===== config.mk =====
export PLATFORM = sky130hd
export DESIGN_NAME = porta_and_arbiter
export DESIGN_NICKNAME = d
export VERILOG_FILES = /design/src/rtl/porta_and_arbiter.sv
export SDC_FILE = /design/constraint.sdc
export NUM_CORES = 1
export LEC_CHECK = 0
export CAP_MARGIN = 5
export CORE_ASPECT_RATIO = 1.1
export CORE_MARGIN = 3
export CORE_UTILIZATION = 45
export CTS_BUF_LIST = sky130_fd_sc_hd__clkbuf_2 sky130_fd_sc_hd__clkbuf_4 sky130_fd_sc_hd__clkbuf_8
export DETAILED_ROUTE_END_ITERATION = 6
export DONT_BUFFER_PORTS = 1
export GPL_TIMING_DRIVEN = 0
export SYNTH_ARGS = -nofsm -noshare
export SYNTH_HDL_FRONTEND = slang
export SYNTH_SLANG_ARGS = --single-unit

===== constraint.sdc =====
create_clock -name clk -period 1.35 [get_ports clk]
set_input_delay 0.135 -clock clk [delete_from_list [all_inputs] [get_ports clk]]
set_output_delay 0.135 -clock clk [all_outputs]
set_load 0.02 [all_outputs]

===== src/rtl/porta_and_arbiter.sv =====
`default_nettype none
// ============================================================================
// Module      : porta_and_arbiter
// Description : Round-robin arbiter that lets N requesters share a single
//               porta_and gate. A winner's operand bits are registered onto
//               the gate inputs and held for SETTLE cycles. The gate output
//               is then sampled into result and a one-cycle done pulse is
//               returned to the owner.
// Revision    : 1.0 - initial release
// ----------------------------------------------------------------------------
// Parameters
//   N        : number of requesters (2..8)
//   SETTLE   : cycles the operands are held in DRIVE before sampling (1..15)
// Ports
//   clk                      : clock, rising edge active
//   rst_n                    : synchronous active-low reset
//   req_i      [N-1:0]       : per-requester request level
//   a_in_i/b_in_i/c_in_i/sel_in_i [N-1:0] : per-requester operand bits
//   g_a_o/g_b_o/g_c_o/g_sel_o: registered operands to the shared gate
//   g_s_i                    : shared gate output
//   grant_o    [N-1:0]       : one-hot gate owner during DRIVE and CAPTURE
//   done_o     [N-1:0]       : one-cycle pulse when the owner's result is valid
//   result_o                 : registered gate sample, held until next capture
//   busy_o                   : high whenever the FSM is not IDLE
// ============================================================================
module porta_and_arbiter #(
    parameter int N      = 4,
    parameter int SETTLE = 1
) (
    input  logic         clk,
    input  logic         rst_n,
    input  logic [N-1:0] req_i,
    input  logic [N-1:0] a_in_i,
    input  logic [N-1:0] b_in_i,
    input  logic [N-1:0] c_in_i,
    input  logic [N-1:0] sel_in_i,
    output logic         g_a_o,
    output logic         g_b_o,
    output logic         g_c_o,
    output logic         g_sel_o,
    input  logic         g_s_i,
    output logic [N-1:0] grant_o,
    output logic [N-1:0] done_o,
    output logic         result_o,
    output logic         busy_o
);

    localparam int IW = $clog2(N);
    localparam int CW = 4;

    typedef enum logic [1:0] {
        IDLE    = 2'd0,
        DRIVE   = 2'd1,
        CAPTURE = 2'd2
    } state_t;

    state_t         state_q, state_d;
    logic [IW-1:0]  idx_q, idx_d;
    logic [IW-1:0]  rr_ptr_q, rr_ptr_d;
    logic [CW-1:0]  cnt_q, cnt_d;
    logic [3:0]     ops_q, ops_d;        // {a, b, c, sel}
    logic           result_q, result_d;
    logic [N-1:0]   grant_q, grant_d;
    logic [N-1:0]   done_q, done_d;

    logic           w_win_found;
    logic [IW-1:0]  w_win_idx;

    // (base + off) mod N, with off < N so one conditional subtract suffices
    function automatic logic [IW-1:0] wrap_add(input logic [IW-1:0] base, input int off);
        int s;
        s = int'(base) + off;
        if (s >= N) begin
            s = s - N;
        end
        return IW'(s);
    endfunction

    function automatic logic [N-1:0] onehot(input logic [IW-1:0] i);
        logic [N-1:0] v;
        v    = '0;
        v[i] = 1'b1;
        return v;
    endfunction

    // Rotating priority scan: first set request at or above rr_ptr, wrapping
    always_comb begin
        w_win_found = 1'b0;
        w_win_idx   = '0;
        for (int off = 0; off < N; off++) begin
            if (!w_win_found && req_i[wrap_add(rr_ptr_q, off)]) begin
                w_win_found = 1'b1;
                w_win_idx   = wrap_add(rr_ptr_q, off);
            end
        end
    end

    always_comb begin
        state_d  = state_q;
        idx_d    = idx_q;
        rr_ptr_d = rr_ptr_q;
        cnt_d    = cnt_q;
        ops_d    = ops_q;
        result_d = result_q;
        grant_d  = grant_q;
        done_d   = '0;
        case (state_q)
            IDLE: begin
                if (w_win_found) begin
                    idx_d   = w_win_idx;
                    ops_d   = {a_in_i[w_win_idx], b_in_i[w_win_idx],
                               c_in_i[w_win_idx], sel_in_i[w_win_idx]};
                    grant_d = onehot(w_win_idx);
                    cnt_d   = CW'(SETTLE - 1);
                    state_d = DRIVE;
                end
            end
            DRIVE: begin
                if (cnt_q == '0) begin
                    state_d = CAPTURE;
                end else begin
                    cnt_d = cnt_q - 1'b1;
                end
            end
            CAPTURE: begin
                // done is registered, so it appears in the cycle right after
                // CAPTURE together with the freshly sampled result
                result_d = g_s_i;
                done_d   = onehot(idx_q);
                rr_ptr_d = (idx_q == IW'(N - 1)) ? '0 : idx_q + 1'b1;
                grant_d  = '0;
                state_d  = IDLE;
            end
            default: begin
                state_d = IDLE;
            end
        endcase
    end

    always_ff @(posedge clk) begin
        if (!rst_n) begin
            state_q  <= IDLE;
            idx_q    <= '0;
            rr_ptr_q <= '0;
            cnt_q    <= '0;
            ops_q    <= '0;
            result_q <= 1'b0;
            grant_q  <= '0;
            done_q   <= '0;
        end else begin
            state_q  <= state_d;
            idx_q    <= idx_d;
            rr_ptr_q <= rr_ptr_d;
            cnt_q    <= cnt_d;
            ops_q    <= ops_d;
            result_q <= result_d;
            grant_q  <= grant_d;
            done_q   <= done_d;
        end
    end

    assign g_a_o    = ops_q[3];
    assign g_b_o    = ops_q[2];
    assign g_c_o    = ops_q[1];
    assign g_sel_o  = ops_q[0];
    assign grant_o  = grant_q;
    assign done_o   = done_q;
    assign result_o = result_q;
    assign busy_o   = (state_q != IDLE);

endmodule
`default_nettype wire


==> results.ini <==
[logic_synthesis]
synth_top_cell_area_share = 0.407
syn_area_per_cell_um2 = 8.84
synth.distinct_cells = 30
syn_inst = 128
ys_ff_latch = 23
yosysTopAreaCell = dfxtp_1
synthTopCellsByCount = dfxtp_1, nand3_1, nand2_1, mux2i_1, nor2_1
synth_most_common_cell = dfxtp_1
synth-edff-count = 0
synth.area.top_cells = dfxtp_1, mux2i_1, ha_1
syn-num-nets = 156
synth_area_um2 = 1130
ys_seq_area_frac = 0.407
yosys_most_used_dff = dfxtp_1
ys_warn_count = 0
async_reset_ff_frac = 0

[timing]
min_period_ns = 1.48
finalCritPeriodShare = 1.09
drv_slew = 0
worst_pin_slew_ns = 0.941
timing.slew.headroom = 0.367
setup_viol = 12
rsz0062_at_grt = yes
fin_ws_ns = -0.128
clock_skew_ns = 0.0188
fmax_mhz = 677
hold_viol = 0

[finish]
finalNonFillerCells = 173
syn2layout_area_growth_pct = 28.5
final_layout_size_suffix_gt1_frac = 0.301
fin_area_um2 = 1450
nFillCells = 192
nNetsFinal = 172
n_antenna_cell = 0
utilization = 0.627

[placed_design]
place_inst = 158
dp_hpwl_um = 1850
gp_congestion = 0.711
port_buffers = 0
placed_area_um2 = 1180

[setup_path]
cp-end-kind = register
worstSetupPathType = register to register
cp.required_ns = 1.61
cpPeakStageDelay_ns = 0.38
arrival_ns = 1.74
path_max_fanout = 4
critical_path.cell_chain = nand2b_4, a21oi_2, a211o_4, buf_6, o31ai_2, and3_1
slowest_stage = dfxtp_2
crit_path_start_kind = register

[global_route]
grt_util_all_layers = 0.183
grt_use_met1 = 0.220
grt_max_degree = 15
grt_pass1_wl_um = 4260
top_usage_layer = met2
grt_remaining_overflow = 0
grt_use_met3 = 0.0684
grt_pass1_vias = 940
grt_use_met2 = 0.294
antenna_found_initial = 0

[status]
run_status = finished, violations left
violations = negative setup slack

[worst_hold_path]
hp-class = input port to register

[floorplanning]
die_x_um = 53.8
io_pins = 37
dieHeight_um = 58.6
fp.dieArea_um2 = 3150
std_cell_rows = 18
initial_utilization = 0.488
core-area_um2 = 2320

[route]
drt_iter0_drc = 12
ant_nets = 0
drc_errors = 0
num_vias = 992
firstDrtPassIters = 4
wirelength_um = 2790
wire_per_inst_um = 16.1
via_per_inst = 5.73

[power]
ir_drop_uv = 1220
p_total_mw = 2.66
p_leak_nw = 0.619
powerDensity_nw_per_um2 = 1830

[clock_tree]
cts_sinks = 23
cts_made_buffers = 3
h-tree-depth = 1
cts.clk_slew.worst_paths_ns = 0.15
cts.path.max_buffers = 2
ctsRootBufferMaster = clkbuf_4
insertion_delay_ns = 0.32
cts_tree = built

[flow_run]
drv_cap = 0

[sequential cells by signal, indices dropped and copies added (netlist names)]
signal / count
cnt_q: 4
done_o: 4
grant_o: 4
idx_q: 2
ops_q: 4
result_o: 1
rr_ptr_q: 2
state_q: 2
[logic make-up after synthesis]
family,share of synthesized area
and+or+nand+nor,0.259
DFF,0.407
AOI/OAI and AO/OA,0.135
buffers and inverters,0.0575
muxes,0.0708
adders and majority gates,0.0553
xor gates and xnor gates,0.0155
[area by class of cell]
type	count	area (um2)	share of cell area
Timing Repair Buffer	12	140	0.0964
Sequential cell	23	467	0.321
Inverter	7	26.3	0.0181
Clock inverter	1	7.51	0.00516
Clock buffer	3	22.5	0.0155
Tap cell	30	37.5	0.0258
Multi-Input combinational cell	92	712	0.490
Buffer	5	41.3	0.0284
[report_power, final]
part | switching (mW) | internal [mW]
clock network | 0.225 | 0.113
logic | 0.613 | 0.683
registers | 0.198 | 0.833
[repair_timing]
item | 4_1_cts | 5_1_grt
buffers inserted | 6 | 2
cloned | 1 | 1
pin swaps | 6 | 6
endpoints found under the setup margin | 15 | 15
hold endpoints to repair | 3 | 0
gates resized for setup | 15 | 16
hold buffers | 2 | 0
[through the flow]
step                setup TNS [ns]  setup slack (ns)  hold WS (ns)
floorplan                   -0.132           -0.0576         0.280
global placement             -1.71            -0.200         0.286
detailed placement           -2.02            -0.198         0.305
CTS                         -0.962            -0.143        0.0435
global route                 -1.73            -0.215        0.0510
finish                      -0.889            -0.128        0.0477
[path summary, 6_finish.rpt]
check | from | end | slack (ns) | cells after the start
worst max-delay path | rr_ptr_q[0] | grant_o[1] | -0.13 | 6
worst min-delay path | a_in_i[3] | ops_q[3] | 0.05 | 2
worst max register to register | rr_ptr_q[0] | grant_o[1] | -0.13 | 6
worst min register to register | rr_ptr_q[1] | rr_ptr_q[1] | 0.53 | 2
[worst max-delay path: cells and delay by family, from the launching register on]
kind	cells	cell delay, ns
compound gates	3	0.57
simple gates	2	0.32
flops	1	0.38
buf+inv	1	0.14
[cells in the final DEF (no fill, tap or decap), types with 5 or more instances in the layout]
master,synthesis,routed
nand2_1,10,9
inv_1,7,5
mux2i_1,8,7
and3_1,5,5
dfxtp_1,23,18
dfxtp_2,0,5
nor2_1,8,7
buf_4,0,6
nand3_1,11,7
[metal layers]
layer / vias up / wire length [um] / part of all wire
li1: 484 / - / -
met1: 474 / 1150 / 0.41
met2: 30 / 1420 / 0.51
met3: 4 / 202 / 0.072
met4: 0 / 19 / 0.0068
met5: - / 0 / 0
(Power assumes the default switching activity.)
